$ cat src/rtl/main_tb_pkg.sv
// Shared types and constants for the main_slave_loader preload/run block.
package main_tb_pkg;

  typedef enum logic [2:0] {
    ST_IDLE,
    ST_LOAD,
    ST_WRITE,
    ST_START,
    ST_RUN,
    ST_REPORT
  } state_e;

  // Access size reported on the slave port for one byte write, in bits.
  localparam int SIZE_BYTE = 8;
  localparam int CH0 = 0;
  localparam int DEFAULT_TIMEOUT_CYCLES = 200_000_000;

endpackage

$ cat src/rtl/main_slave_loader_if.sv
// Byte stream input plus the multi-channel slave RAM port of the HLS top `main`.
interface main_slave_loader_if #(
  parameter int CHANNELS = 2,
  parameter int ADDR_W   = 7,
  parameter int DATA_W   = 8,
  parameter int SIZE_W   = 4
);
  logic                       in_valid;
  logic                       in_ready;
  logic [DATA_W-1:0]          in_data;
  logic                       in_last;
  logic [CHANNELS-1:0]        S_oe_ram;
  logic [CHANNELS-1:0]        S_we_ram;
  logic [CHANNELS*ADDR_W-1:0] S_addr_ram;
  logic [CHANNELS*DATA_W-1:0] S_Wdata_ram;
  logic [CHANNELS*SIZE_W-1:0] S_data_ram_size;
  logic [CHANNELS-1:0]        Sout_DataRdy;

  // The loader is the master of the slave RAM port and the sink of the stream.
  modport master (
    input  in_valid, in_data, in_last, Sout_DataRdy,
    output in_ready, S_oe_ram, S_we_ram, S_addr_ram, S_Wdata_ram, S_data_ram_size
  );

  modport slave (
    output in_valid, in_data, in_last, Sout_DataRdy,
    input  in_ready, S_oe_ram, S_we_ram, S_addr_ram, S_Wdata_ram, S_data_ram_size
  );
endinterface

$ cat src/rtl/slave_write_port.sv
// Single-channel write request holder: keeps we/addr/data/size stable until ack.
module slave_write_port #(
  parameter int ADDR_W = 7,
  parameter int DATA_W = 8,
  parameter int SIZE_W = 4
) (
  input  logic              clock,
  input  logic              reset,
  input  logic              i_load,
  input  logic [ADDR_W-1:0] i_addr,
  input  logic [DATA_W-1:0] i_data,
  input  logic              i_ack,
  output logic              o_we,
  output logic [ADDR_W-1:0] o_addr,
  output logic [DATA_W-1:0] o_wdata,
  output logic [SIZE_W-1:0] o_size,
  output logic              o_done
);

  logic              r_we;
  logic [ADDR_W-1:0] r_addr;
  logic [DATA_W-1:0] r_data;
  logic [SIZE_W-1:0] r_size;

  // Ack only counts while a request is outstanding.
  assign o_done  = r_we & i_ack;
  assign o_we    = r_we;
  assign o_addr  = r_addr;
  assign o_wdata = r_data;
  assign o_size  = r_size;

  // NOTE: sequential state uses non-blocking assignments so every register
  // samples pre-edge values regardless of statement order.
  always_ff @(posedge clock or negedge reset) begin
    if (!reset) begin
      r_we   <= 1'b0;
      r_addr <= '0;
      r_data <= '0;
      r_size <= '0;
    end else if (i_load) begin
      r_we   <= 1'b1;
      r_addr <= i_addr;
      r_data <= i_data;
      r_size <= SIZE_W'(DATA_W);
    end else if (o_done) begin
      r_we   <= 1'b0;
      r_size <= '0;
    end
  end

endmodule

$ cat src/rtl/main_slave_loader.sv
// Preloads `main` memory from a byte stream over slave channel 0, then starts
// `main` and reports its run length in cycles, a timeout, or a load overflow.
module main_slave_loader
  import main_tb_pkg::*;
#(
  parameter int CHANNELS       = 2,
  parameter int ADDR_W         = 7,
  parameter int DATA_W         = SIZE_BYTE,
  parameter int SIZE_W         = 4,
  parameter int BASE_ADDR      = 0,
  parameter int MEM_BYTES      = 128,
  parameter int TIMEOUT_CYCLES = DEFAULT_TIMEOUT_CYCLES,
  parameter int CNT_W          = 32
) (
  input  logic                clock,
  input  logic                reset,
  input  logic                go,
  main_slave_loader_if.master bus,
  output logic                start_port,
  input  logic                done_port,
  output logic                busy,
  output logic                result_valid,
  output logic                result_timeout,
  output logic                result_overflow,
  output logic [CNT_W-1:0]    result_cycles
);

  localparam int BCNT_W = $clog2(MEM_BYTES + 1);
  localparam logic [CNT_W-1:0] TIMEOUT_LIM = CNT_W'(TIMEOUT_CYCLES);

  state_e             r_state;
  logic [ADDR_W-1:0]  r_addr;
  logic [BCNT_W-1:0]  r_count;
  logic               r_last;
  logic               r_in_ready;
  logic               r_start;
  logic               r_busy;
  logic               r_result_valid;
  logic               r_timeout;
  logic               r_overflow;
  logic [CNT_W-1:0]   r_cycles;

  logic               w_accept;
  logic               w_full;
  logic               w_load;
  logic               w_wr_done;
  logic               w_we;
  logic [ADDR_W-1:0]  w_addr;
  logic [DATA_W-1:0]  w_wdata;
  logic [SIZE_W-1:0]  w_size;
  logic [CNT_W-1:0]   w_cnt_inc;
  logic               w_unused_ack;

  assign w_accept     = (r_state == ST_LOAD) && bus.in_valid;
  assign w_full       = (r_count == BCNT_W'(MEM_BYTES));
  assign w_load       = w_accept && !w_full;
  assign w_cnt_inc    = (r_cycles == '1) ? r_cycles : r_cycles + CNT_W'(1);
  assign w_unused_ack = ^bus.Sout_DataRdy;

  slave_write_port #(
    .ADDR_W (ADDR_W),
    .DATA_W (DATA_W),
    .SIZE_W (SIZE_W)
  ) u_wr_port (
    .clock   (clock),
    .reset   (reset),
    .i_load  (w_load),
    .i_addr  (r_addr),
    .i_data  (bus.in_data),
    .i_ack   (bus.Sout_DataRdy[CH0]),
    .o_we    (w_we),
    .o_addr  (w_addr),
    .o_wdata (w_wdata),
    .o_size  (w_size),
    .o_done  (w_wr_done)
  );

  // NOTE: every combinational output gets a default first so no path can
  // leave it unassigned and infer a latch.
  always_comb begin
    bus.S_oe_ram                                = '0;
    bus.S_we_ram                                = '0;
    bus.S_addr_ram                              = '0;
    bus.S_Wdata_ram                             = '0;
    bus.S_data_ram_size                         = '0;
    bus.S_we_ram[CH0]                           = w_we;
    bus.S_addr_ram[CH0*ADDR_W +: ADDR_W]        = w_addr;
    bus.S_Wdata_ram[CH0*DATA_W +: DATA_W]       = w_wdata;
    bus.S_data_ram_size[CH0*SIZE_W +: SIZE_W]   = w_size;
  end

  assign bus.in_ready     = r_in_ready;
  assign start_port       = r_start;
  assign busy             = r_busy;
  assign result_valid     = r_result_valid;
  assign result_timeout   = r_timeout;
  assign result_overflow  = r_overflow;
  assign result_cycles    = r_cycles;

  always_ff @(posedge clock or negedge reset) begin
    if (!reset) begin
      r_state        <= ST_IDLE;
      r_addr         <= '0;
      r_count        <= '0;
      r_last         <= 1'b0;
      r_in_ready     <= 1'b0;
      r_start        <= 1'b0;
      r_busy         <= 1'b0;
      r_result_valid <= 1'b0;
      r_timeout      <= 1'b0;
      r_overflow     <= 1'b0;
      r_cycles       <= '0;
    end else begin
      r_start        <= 1'b0;
      r_result_valid <= 1'b0;
      case (r_state)
        ST_IDLE: begin
          if (go) begin
            r_state    <= ST_LOAD;
            r_addr     <= ADDR_W'(BASE_ADDR);
            r_count    <= '0;
            r_in_ready <= 1'b1;
            r_busy     <= 1'b1;
          end
        end
        ST_LOAD: begin
          if (bus.in_valid) begin
            r_in_ready <= 1'b0;
            if (w_full) begin
              // Byte beyond capacity is dropped and the session ends without a run.
              r_overflow     <= 1'b1;
              r_timeout      <= 1'b0;
              r_result_valid <= 1'b1;
              r_state        <= ST_REPORT;
            end else begin
              r_last  <= bus.in_last;
              r_state <= ST_WRITE;
            end
          end
        end
        ST_WRITE: begin
          if (w_wr_done) begin
            r_addr  <= r_addr + ADDR_W'(1);
            r_count <= r_count + BCNT_W'(1);
            if (r_last) begin
              r_start <= 1'b1;
              r_state <= ST_START;
            end else begin
              r_in_ready <= 1'b1;
              r_state    <= ST_LOAD;
            end
          end
        end
        ST_START: begin
          r_cycles   <= CNT_W'(1);
          r_timeout  <= 1'b0;
          r_overflow <= 1'b0;
          if (done_port) begin
            r_result_valid <= 1'b1;
            r_state        <= ST_REPORT;
          end else begin
            r_state <= ST_RUN;
          end
        end
        ST_RUN: begin
          // Done takes priority over the limit when both land on the same cycle.
          if (done_port) begin
            r_cycles       <= w_cnt_inc;
            r_result_valid <= 1'b1;
            r_state        <= ST_REPORT;
          end else if (w_cnt_inc >= TIMEOUT_LIM) begin
            r_cycles       <= TIMEOUT_LIM;
            r_timeout      <= 1'b1;
            r_result_valid <= 1'b1;
            r_state        <= ST_REPORT;
          end else begin
            r_cycles <= w_cnt_inc;
          end
        end
        ST_REPORT: begin
          r_busy  <= 1'b0;
          r_state <= ST_IDLE;
        end
        default: r_state <= ST_IDLE;
      endcase
    end
  end

endmodule

$ cat src/flat_wrapper.sv
// flat-port wrapper written by rule: the top's interface ports become plain ports
module main_slave_loader_flat import main_tb_pkg::*;
#(
  parameter int CHANNELS       = 2,
  parameter int ADDR_W         = 7,
  parameter int DATA_W         = SIZE_BYTE,
  parameter int SIZE_W         = 4,
  parameter int BASE_ADDR      = 0,
  parameter int MEM_BYTES      = 128,
  parameter int TIMEOUT_CYCLES = DEFAULT_TIMEOUT_CYCLES,
  parameter int CNT_W          = 32
)
  (clock, reset, go, start_port, done_port, busy, result_valid, result_timeout, result_overflow, result_cycles, bus_in_valid, bus_in_data, bus_in_last, bus_Sout_DataRdy, bus_in_ready, bus_S_oe_ram, bus_S_we_ram, bus_S_addr_ram, bus_S_Wdata_ram, bus_S_data_ram_size);
  main_slave_loader_if #(.CHANNELS(CHANNELS), .ADDR_W(ADDR_W), .DATA_W(DATA_W), .SIZE_W(SIZE_W)) bus_i ();
  input  logic clock;
  input  logic reset;
  input  logic go;
  output logic start_port;
  input  logic done_port;
  output logic busy;
  output logic result_valid;
  output logic result_timeout;
  output logic result_overflow;
  output logic [CNT_W-1:0] result_cycles;
  input wire logic [$bits(bus_i.in_valid)-1:0] bus_in_valid;
  input wire logic [$bits(bus_i.in_data)-1:0] bus_in_data;
  input wire logic [$bits(bus_i.in_last)-1:0] bus_in_last;
  input wire logic [$bits(bus_i.Sout_DataRdy)-1:0] bus_Sout_DataRdy;
  output wire logic [$bits(bus_i.in_ready)-1:0] bus_in_ready;
  output wire logic [$bits(bus_i.S_oe_ram)-1:0] bus_S_oe_ram;
  output wire logic [$bits(bus_i.S_we_ram)-1:0] bus_S_we_ram;
  output wire logic [$bits(bus_i.S_addr_ram)-1:0] bus_S_addr_ram;
  output wire logic [$bits(bus_i.S_Wdata_ram)-1:0] bus_S_Wdata_ram;
  output wire logic [$bits(bus_i.S_data_ram_size)-1:0] bus_S_data_ram_size;
  assign bus_i.in_valid = bus_in_valid;
  assign bus_i.in_data = bus_in_data;
  assign bus_i.in_last = bus_in_last;
  assign bus_i.Sout_DataRdy = bus_Sout_DataRdy;
  assign bus_in_ready = bus_i.in_ready;
  assign bus_S_oe_ram = bus_i.S_oe_ram;
  assign bus_S_we_ram = bus_i.S_we_ram;
  assign bus_S_addr_ram = bus_i.S_addr_ram;
  assign bus_S_Wdata_ram = bus_i.S_Wdata_ram;
  assign bus_S_data_ram_size = bus_i.S_data_ram_size;
  main_slave_loader #(.CHANNELS(CHANNELS), .ADDR_W(ADDR_W), .DATA_W(DATA_W), .SIZE_W(SIZE_W), .BASE_ADDR(BASE_ADDR), .MEM_BYTES(MEM_BYTES), .TIMEOUT_CYCLES(TIMEOUT_CYCLES), .CNT_W(CNT_W)) u_core (.clock(clock), .reset(reset), .go(go), .bus(bus_i), .start_port(start_port), .done_port(done_port), .busy(busy), .result_valid(result_valid), .result_timeout(result_timeout), .result_overflow(result_overflow), .result_cycles(result_cycles));
endmodule
$ cat config.mk
export PLATFORM = sky130hd
export DESIGN_NAME = main_slave_loader_flat
export DESIGN_NICKNAME = d
export VERILOG_FILES = /design/src/rtl/main_tb_pkg.sv /design/src/rtl/main_slave_loader_if.sv /design/src/rtl/slave_write_port.sv /design/src/rtl/main_slave_loader.sv /design/src/flat_wrapper.sv
export SDC_FILE = /design/constraint.sdc
export NUM_CORES = 1
export LEC_CHECK = 0
export CAP_MARGIN = 30
export CORE_MARGIN = 4
export CORE_UTILIZATION = 35
export DETAILED_ROUTE_END_ITERATION = 16
export SYNTH_ARGS = -nofsm -noshare
export SYNTH_HDL_FRONTEND = slang
export SYNTH_SLANG_ARGS = --single-unit
$ cat constraint.sdc
create_clock -name clock -period 3.49 [get_ports clock]
set_clock_uncertainty 0.15 [all_clocks]
set_input_delay 0.5235 -clock clock [delete_from_list [all_inputs] [get_ports clock]]
set_output_delay 0.5235 -clock clock [all_outputs]
set_load 0.02 [all_outputs]
== Yosys cells after proc, flatten, opt, wreduce, memory -nomap -nowiden ==
Index checks and enable logic that the tools add are counted.
Operators by class
  add/subtract/negate cells: 3
  $mul: 0
  div/mod/pow operators: 0
  magnitude comparators: 1
  equality and inequality tests: 15
  shift-type cells: 0
  multiplexer cells: 46
  bitwise gates (word level): 2
  reduce and logical (&&, ||, !) cells: 18
Operators with widths (number)
  two-way mux 32 bit: 3
  case mux 32 bit (2 select lines): 1
  adder 32 x 1 -> 32 bit, second input constant: 1
  equality test 32 bit, second input constant: 1
  greater-or-equal comparator 32 x 28 -> 1 bit, second input constant: 1
  two-way mux 1 bit: 21
  two-way mux 3 bit: 6
  two-way mux 8 bit: 2
  case mux 8 bit (2 select lines): 1
  case mux 3 bit (5 select lines): 1
  two-way mux 7 bit: 2
  case mux 7 bit (2 select lines): 1
  != test 2 bit, second input constant: 5
  AND reduction 5 bit: 2
  nonzero test 2 bit: 5
  case mux 1 bit (3 select lines): 3
  AND reduction 3 bit: 3
  adder 8 x 1 -> 8 bit, second input constant: 1
  equality test 8 bit, second input constant: 1
  two-way mux 4 bit: 2
  adder 7 x 1 -> 7 bit, second input constant: 1
  equality test 3 x 2 -> 1 bit, second input constant: 2
  equality test 3 bit, second input constant: 2
  nonzero test 3 bit: 2
  12 further kinds: 15
Storage, ports and cells
  register bits after elaboration: 77
  latch bits: 0
  RAM bits: 0
  memory bits (read-only): 0
  bits of input ports: 16
  output and inout bits: 80
  logic and storage cells: 100
  memories kept: 0

== Longest topological paths before layout ==
Gate-level depths: netlist (run 1).
  depth in word-level cells: 6
  gate-level depth with buffers: 13
  mapped depth without buffers: 11

== By module ==
Synthesis (run 1) repeated with hierarchy kept, for this count alone.
Second synthesis, totals
  cells, all modules: 491
  area, all modules: 4488.1 um^2
Modules (own cells, without submodules)
  main_slave_loader: instances 1, cells each 450, area each 3801.1 um^2, seq. area each 1426.4 um^2
  slave_write_port: instances 1, cells each 41, area each 686.9 um^2, seq. area each 400.4 um^2

== Least setup slack after synthesis (run 1) ==
No wires, ideal clock.
  path kind: flip-flop to flip-flop
  from: register u_core.r_cycles[19] (netlist: u_core.result_cycles[19])
  to: register u_core.r_cycles[2] (netlist: u_core.result_cycles[2])
  library setup time: 128 ps
  arrival: 3033 ps
  required time: 3212 ps
  setup slack: 179 ps
  cell stages (with the launch flop): 13
  buffers on the path: 2
  period minus slack after synthesis: 3311 ps
  cell sequence: dfrtp_1 buf_2 and4_4 nand2_2 or4_1 buf_2 or3b_4 xor2_1 o2111a_2 a21o_1 o21a_1 a31oi_1 o31ai_1
On the way
  word-level cells in the longest chain between the ends: 6
  elaborated cells on any way between the ends: 7
  classes of those cells: add/sub (1); order compare (1); eq/ne (1); mux (4)
RTL lines
  start, declared: line main_slave_loader.sv:41  | logic [CNT_W-1:0] r_cycles;
  start signal, assigned: line main_slave_loader.sv:168  | r_cycles <= w_cnt_inc;
  start signal, assigned: line main_slave_loader.sv:177  | r_cycles <= w_cnt_inc;
  adder 32 x 1 -> 32 bit / equality test 32 bit (equally long branches): line main_slave_loader.sv:57  | assign w_cnt_inc = (r_cycles == '1) ? r_cycles : r_cycles + CNT_W'(1);
  two-way mux 32 bit *: line main_slave_loader.sv:57
  greater-or-equal comparator 32 x 28 -> 1 bit: line main_slave_loader.sv:171  | end else if (w_cnt_inc >= TIMEOUT_LIM) begin
  two-way mux 32 bit: line main_slave_loader.sv:171
  two-way mux 32 bit *: line main_slave_loader.sv:167  | if (done_port) begin
  case mux 32 bit (2 select lines) *: line main_slave_loader.sv:116  | case (r_state)
Mark *: on every way between the ends. The rest lies on a longest branch, timed or not.
A chain may end at the register's enable or synchronous reset.

== Final worst setup path (run 1) ==
  from: register u_core.r_cycles[0] (netlist: u_core.result_cycles[0])
  to: register u_core.r_cycles[4] (netlist: u_core.result_cycles[4])
Same word-level chain as after synthesis.

==> results of run 1 <==
[layer usage]
metal	wire length (µm)	GRT usage
met5	0	0
met2	5737	0.2824
met1	5119	0.2230
met4	283	0.06951
met3	679	0.03684
[flip-flops by register name (all words and copies together), names as in the netlist, 3 cells and up]
name                      flops
u_core.u_wr_port.o_addr       7
u_core.r_state                3
u_core.u_wr_port.o_wdata      8
u_core.r_count                8
u_core.result_cycles         32
u_core.r_addr                 7
[where the power goes]
part | internal (µW) | switching [µW]
logic | 786 | 911
registers | 1050 | 179
clock network | 560 | 403
total | 2400 | 1490
[Yosys cell counts, types with 4 or more instances]
| master | n | area [µm²] |
|---|---|---|
| sky130_fd_sc_hd__dfrtp_1 | 73 | 1827 |
| sky130_fd_sc_hd__nor2_1 | 44 | 165.2 |
| sky130_fd_sc_hd__nand2_1 | 35 | 131.4 |
| sky130_fd_sc_hd__buf_4 | 27 | 202.7 |
| sky130_fd_sc_hd__o21ai_0 | 23 | 115.1 |
| sky130_fd_sc_hd__xor2_1 | 22 | 192.7 |
| sky130_fd_sc_hd__nand3_1 | 21 | 105.1 |
| sky130_fd_sc_hd__nor3_1 | 21 | 105.1 |
| sky130_fd_sc_hd__mux2_2 | 19 | 214.0 |
| sky130_fd_sc_hd__clkbuf_1 | 12 | 45.04 |
| sky130_fd_sc_hd__xnor2_1 | 11 | 96.34 |
| sky130_fd_sc_hd__and4_1 | 10 | 87.58 |
| sky130_fd_sc_hd__inv_1 | 10 | 37.54 |
| sky130_fd_sc_hd__a21oi_1 | 9 | 45.04 |
| sky130_fd_sc_hd__nor4_1 | 9 | 56.30 |
| sky130_fd_sc_hd__nand4_1 | 8 | 50.05 |
| sky130_fd_sc_hd__and2_1 | 7 | 43.79 |
| sky130_fd_sc_hd__buf_2 | 6 | 30.03 |
| sky130_fd_sc_hd__and3_1 | 5 | 31.28 |
| sky130_fd_sc_hd__a211oi_1 | 4 | 30.03 |
| sky130_fd_sc_hd__a22o_1 | 4 | 35.03 |
| sky130_fd_sc_hd__a31oi_1 | 4 | 25.02 |
| sky130_fd_sc_hd__ha_1 | 4 | 50.05 |
| sky130_fd_sc_hd__o31ai_1 | 4 | 30.03 |
[critical path: stages, from the launching register on]
cell	delay (ns)
sky130_fd_sc_hd__dfrtp_1	0.40
sky130_fd_sc_hd__ha_1	0.22
sky130_fd_sc_hd__buf_4	0.14
sky130_fd_sc_hd__and3_1	0.20
sky130_fd_sc_hd__nand2_1	0.12
sky130_fd_sc_hd__nor3_1	0.08
sky130_fd_sc_hd__buf_4	0.16
sky130_fd_sc_hd__or3b_4	0.40
sky130_fd_sc_hd__xor2_1	0.15
sky130_fd_sc_hd__o2111a_2	0.29
sky130_fd_sc_hd__buf_4	0.14
sky130_fd_sc_hd__a21o_1	0.20
sky130_fd_sc_hd__o21ai_4	0.28
sky130_fd_sc_hd__o21ai_1	0.11
sky130_fd_sc_hd__a21o_1	0.19
[through the flow]
stage / hold WS [ns] / worst slack, ns / total power [µW] / area (µm²)
after global routing: 0.01813 / 0.008220 / 4116 / 5794
after floorplan: 0.07791 / 0.1787 / 2154 / 4373
after CTS: 0.2113 / 0.03395 / 3898 / 5717
after global placement: 0.3275 / 0.09909 / 2902 / 5414
final: -0.01706 / 0.1601 / 3890 / 5794
after detailed placement: 0.3335 / 0.05397 / 2925 / 5414
[cells by family after synthesis]
group,share of synthesized area
AOI/OAI and AO/OA,0.1294
xor gates and xnor gates,0.06748
adders and majority gates,0.01169
buffers and inverters,0.07625
DFF,0.4265
muxes,0.05697
other,0.0008756
and+or+nand+nor,0.2308
[how the worst min path moves through the flow]
stage	depth (start not counted)	end	slack [ns]	startpoint
finish	1	u_core.result_cycles[18]	-0.02	reset
global route	1	u_core.result_cycles[17]	0.02	reset
CTS	1	u_core.result_cycles[14]	0.21	reset
detailed placement	1	u_core.result_timeout	0.33	u_core.result_timeout
global placement	1	u_core.result_timeout	0.33	u_core.result_timeout
floorplan	0	u_core.bus.in_ready	0.08	reset
[final cells by class]
type	count	area share
sequential	73	0.3153
timing repair buffer	133	0.2038
inverter	10	0.006478
clock buffer	9	0.03887
clock inverter	7	0.01339
multi-input combinational	350	0.3904
tap	147	0.03174
[repair_timing]
item,in CTS,in global routing
resized for setup,0,8
endpoints found under the setup margin,0,20
setup buffers,0,2
hold buffers,0,0
==> results.md, run 1 <==
Floorplanning:
- The die extent in x is approximately 120 µm.
- In this run the core area contains 40 standard-cell rows.
- The number of top-level pins is 96.
- The initial core utilization is 0.3566.
- Measured along the y axis, the die boundary spans 118.6 µm.
- The region available for standard cell placement spans 12010 µm².
- The overall die area is 14070 µm².

STA:
- The number of failing setup endpoints in the final timing report is 0.
- For the pin with the worst max-slew slack, the measured transition is between 0.6 and 0.7 ns.
- Setup repair after global routing left no endpoint under its margin.
- The final max-slew violation count is 0.
- The peak clock frequency supported by timing is roughly 0.30 GHz.
- The final number of hold-violating endpoints is 17.
- Subtracting the final worst setup slack from the clock period gives 3.330 ns.
- The hold slack is -0.01706 ns.
- Summed over all failing endpoints, the final setup total negative slack is 0 ns.
- The max-slew headroom at the worst pin is 0.5658.
- Dividing the final minimum period by the clock period gives 0.9541.

Worst hold path:
- The path type of the worst min-delay path is in -> async.

Clocking:
- The largest buffer count on any clock path is 2.
- TritonCTS created 9 clock buffers.
- The clock net sink count is between 70 and 80.
- The H-tree generated during clock tree synthesis spans 3 levels.
- The root buffer cell chosen for the clock tree is sky130_fd_sc_hd__clkbuf_16.
- Clock latency on the worst-skew pair, taken at its later pin, is roughly 0.35 ns.
- The TritonCTS clock tree is done.
- After clock tree synthesis, the clock-pin slew on the worst setup and hold paths is 0.07 ns.

Critical path:
- The nature of the critical path endpoint is a register.
- The most critical setup path has its startpoint at u_core.result_cycles[0].
- Following the worst setup path forward leads to its endpoint at u_core.result_cycles[4].
- Data on the critical path is required at its endpoint by 3.58 ns.
- Of all nets on the critical path, the largest fanout is 7.
- The worst register-to-register path has a depth of 14.
- The capturing point of the worst reg2reg path is u_core.result_cycles[4].
- The worst-case register-to-register setup slack is 0.16 ns.
- The setup path with the least slack is of type reg -> reg.
- STA classifies the critical path startpoint as a register.
- The startpoint identified for the worst register-to-register timing path is u_core.result_cycles[0].
- For the worst setup path, the data arrival time is 3.42 ns.

Route:
- The routed layout has just under 4000 vias.
- For this run, design rule violations remaining after detail routing come to 0.
- The post-detailed-routing wire length is 11.82 mm.
- The total iterations of the first detailed-routing run is 4.
- The detailed router finished its first iteration with 243 violations.
- The routed wirelength normalized by instance count is 16.21 µm.
- After detailed routing, the number of vias per cell comes to 5.316.
- Once detail routing completed, the nets flagged for antenna violations numbered 0.

Power:
- In this run the static leakage power is 0.002503 µW.
- The total power density per cell area is 671.3 nW/µm².
- Across the VDD grid, the largest voltage drop is 0.3436 mV.

Final layout:
- The most common library cell in the layout ignoring fill and taps is sky130_fd_sc_hd__dfrtp_1.
- In the layout the commonest cells are sky130_fd_sc_hd__dfrtp_1 (73), sky130_fd_sc_hd__clkdlybuf4s50_1 (68), sky130_fd_sc_hd__buf_4 (64).
- The combined area of the multi-input logic cells is 2262 µm².
- In the final layout, the share of cells above drive strength 1 is 0.2096.
- The number of non-filler instances in the completed layout is approximately 730.
- The core occupancy in the finished layout is 0.4824.
- The repair_antennas step left the layout with diodes totalling 0.
- The flip-flop and latch area is about 1800 µm².
- The synthesis-to-layout area growth is 35.29%.
- The final net count is between 500 and 600.
- The layout has 1141 filler cells.

Logic synthesis:
- The unique cell type count in the Yosys netlist is between 50 and 60.
- Averaged over all synthesized cells, the footprint is 9.413 µm².
- The mapped cell area is 4283 µm².
- Synthesis inferred 73 register bits.
- Counting flops with a built-in enable in the synthesized netlist gives 0.
- Of the synthesized area, sequential elements account for 0.4265.
- The cell count after synthesis is around 460.
- The share of synthesized registers carrying an async set or reset is 1.000.
- The synthesis warning total is 0.
- In the synthesized netlist the dominant register cell turns out to be sky130_fd_sc_hd__dfrtp_1.

GRT:
- The pin count of the biggest net entering global routing is 74.
- The overflow left after global routing is 0.
- The number of global-route vias before repair came to roughly 3800.
- The first-pass GRT wire length is 19.62 mm.
- The initial antenna violation count was 0.
- The global routing usage summed across all routing layers is 0.1729.

Placement:
- The count of buffers added on input and output ports is slightly below 70.
- The wire-length estimate of the detail-placed layout is 8.487 mm.
- The number of placed instances with taps included is just over 700.
- The congestion estimate from routability-driven global placement came to approximately 0.90.

Run status:
- The final reports fail on hold timing.
- The run finished, with violations left.

Flow run:
- The number of max-cap violations is 0.
(Power assumes the default switching activity.)
==> run 2, diff against run 1 <==
--- a/config.mk
+++ b/config.mk
@@ -6,9 +6,11 @@
 export NUM_CORES = 1
 export LEC_CHECK = 0
 export CAP_MARGIN = 30
+export CORE_ASPECT_RATIO = 1.5
 export CORE_MARGIN = 4
 export CORE_UTILIZATION = 35
 export DETAILED_ROUTE_END_ITERATION = 16
+export SKIP_CTS_REPAIR_TIMING = 1
 export SYNTH_ARGS = -nofsm -noshare
 export SYNTH_HDL_FRONTEND = slang
 export SYNTH_SLANG_ARGS = --single-unit
==> results.md, run 2 (same netlist as run 1, synthesis figures left out) <==
Final layout:
- The number of non-filler instances in the completed layout is 734.
- The number of antenna diodes in the final layout is 0.
- The proportion of layout cells with a drive suffix above 1 is 0.2065.
- Leaving out fill and tap cells, the most frequent cell in the layout is sky130_fd_sc_hd__dfrtp_1.
- In the layout the commonest cells are sky130_fd_sc_hd__dfrtp_1 (73), sky130_fd_sc_hd__clkdlybuf4s50_1 (68), sky130_fd_sc_hd__buf_4 (61).
- The number of flip-flops under the largest register name is 32.
- The synthesis-to-layout area growth is 35.52%.
- The core occupancy in the finished layout is 0.4830.
- The final net count is 596.

Critical path:
- Traced cell by cell, the critical path runs through and4_1 -> nand2_1 -> or4_4 -> or3b_4 -> xor2_1 -> o2111a_2 -> o311ai_2 -> buf_4 -> nand2_2 -> nor3_2 -> buf_4 -> a221o_1.
- Data on the critical path is required at its endpoint by 3.56 ns.
- Among the stages of the critical path, the cell type that occurs most often is sky130_fd_sc_hd__buf_4.
- The buffers plus inverters on the worst setup path is 2.
- Along the worst path, the maximum fanout reaches 4.
- The kind of critical path is reg -> reg.
- Data on the critical path arrives at its endpoint at 3.46 ns.
- The slowest library cell on the worst path is sky130_fd_sc_hd__or4_4.
- The origin of the worst setup path is u_core.result_cycles[8].
- STA classifies the critical path endpoint as a register.
- For this run, the slowest stage of the critical path takes between 0.5 and 0.6 ns.
- Among cell families on the critical path, the largest total delay comes from simple AND/OR/NAND/NOR gates.
- The worst register-to-register path begins at u_core.result_cycles[8].
- The startpoint type of the worst setup path is a register.

Route:
- The routed wirelength normalized by instance count is 16.45 µm.
- The detail-routed via count per cell is 5.293.
- The number of DRC markers in iteration 0 is 190.
- The pre-antenna-repair detailed-routing pass consisted of 4 iterations.
- Once detail routing completed, the nets flagged for antenna violations numbered 0.
- The post-detailed-routing wire length is 12.07 mm.
- In the routed design, unresolved DRC markers number 0.
- The detailed-route via count is 3885.

Clocking:
- CTS built an H-tree with a depth of 3.
- The largest buffer count on any clock path is 2.
- The TritonCTS clock tree is done.
- The cell at the root of the clock tree is sky130_fd_sc_hd__clkbuf_16.
- Clock latency on the worst-skew pair, taken at its later pin, is between 0.3 and 0.4 ns.
- The clock net sink count is 73.
- TritonCTS created 9 clock buffers.
- Clock-pin slew was measured on the worst setup and hold paths at 0.06 ns.

Power:
- The worst-case IR drop observed on VDD is 0.3938 mV.
- The internal power component is 2406 µW.
- The sequential share of power is 0.319.
- Of the total power, the share spent switching nets is 0.3799.
- The total power density per cell area is between 600 and 700 nW/µm².
- The share of total power dissipated in the clock network is 0.243.
- The relative contribution of combinational cells to total power is 0.437.
- The static leakage is around 0.0025 µW.
- The analysis attributes to net switching a power of 1474 µW.

GRT:
- The global routing usage summed across all routing layers is 0.1744.
- The initial antenna violation count is 0.
- The first-pass GRT wire length is 19.68 mm.
- The number of global-route vias before repair came to a little under 4000.
- The overflow left after global routing is 0.
- Entering global routing, the biggest net connects 74 pins.

Floorplanning:
- The die extent in x is 98.32 µm.
- The standard-cell row count is 49.
- The initial core utilization is 0.3564.
- During I/O placement, the number of pins put on the boundary was 96.
- The area of the core is 12020 µm².
- Measured along the y axis, the die boundary spans 143.5 µm.
- The die covers about 14000 µm².

STA:
- The final max-slew violation count is 0.
- Setup repair after global routing left no endpoint under its margin.
- In the finished design, the share of the clock period the worst path needs comes to 0.9712.
- Setup violations remaining at the end of the flow were counted as 0.
- The peak clock frequency supported by timing is just under 0.3 GHz.
- Adding up every negative setup slack in the final design gives 0 ns.
- At the pin with the least slew margin, the transition time is around 0.65 ns.
- In this run the tightest slew margin relative to its limit is 0.5649.
- The shortest clock period the worst path allows after layout is 3.390 ns.
- The final number of hold-violating endpoints came to 0.

Placement:
- The quantity of I/O buffers inserted on ports is 69.
- The wire-length estimate of the detail-placed layout is 9.066 mm.
- In this run, placement finished with an instance count of 716.
- The congestion estimate from routability-driven global placement came to 0.9411.

Worst hold path:
- The worst hold path begins at u_core.result_timeout.
- In this run the worst hold path is classified as reg -> reg.

Run status:
- The run finished with clean final reports.

Flow run:
- The tool flagged a number of max-cap violations equal to 0.
-- run 2: routing by layer --
| metal | up-vias | wire (µm) | global-route usage | share of wire |
|---|---|---|---|---|
| met5 | - | 0 | 0 | 0 |
| met2 | 113 | 6379 | 0.3184 | 0.53 |
| li1 | 1850 | - | - | - |
| met3 | 27 | 674 | 0.03740 | 0.056 |
| met1 | 1895 | 4677 | 0.1936 | 0.39 |
| met4 | 0 | 340 | 0.07770 | 0.028 |
-- run 2: layout make-up --
cell class                 instances  area (µm²)
sequential                        73        1827
tap                              153       191.4
timing repair buffer             132        1187
inverter                          10       37.54
fill                            1164        6212
multi-input combinational        350        2255
clock inverter                     6       67.56
clock buffer                      10       239.0
-- run 2: metrics by stage --
step	cell area, µm²	setup WS [ns]	total power, µW	hold WS, ns
2_1_floorplan	4373	0.1787	2154	0.07791
3_3_place_gp	5421	0.08801	2904	0.3334
3_5_place_dp	5421	0.07018	2933	0.3433
4_1_cts	5728	0.03510	3893	0.2272
5_1_grt	5804	0.004304	4098	0.3799
6_report	5804	0.1004	3880	0.3440
-- run 2: final timing paths --
kind                                                    end  slack, ns  depth (start not counted)
worst min register to register        u_core.result_timeout       0.34                          1
worst max-delay path               u_core.result_cycles[27]       0.10                         12
worst max register to register     u_core.result_cycles[27]       0.10                         12
max in group asynchronous       u_core.u_wr_port.o_wdata[3]       2.28                          3
min in group asynchronous          u_core.result_cycles[31]       0.38                          2
worst min-delay path                  u_core.result_timeout       0.34                          1
-- run 2: power groups by stage --
stage / registers, µW / clock network [µW] / logic (µW)
6_report: 1240 / 944 / 1700
5_1_grt: 1270 / 1000 / 1830
4_1_cts: 1240 / 967 / 1690
3_5_place_dp: 1250 / 0 / 1680
3_3_place_gp: 1240 / 0 / 1660
2_1_floorplan: 1460 / 0 / 697
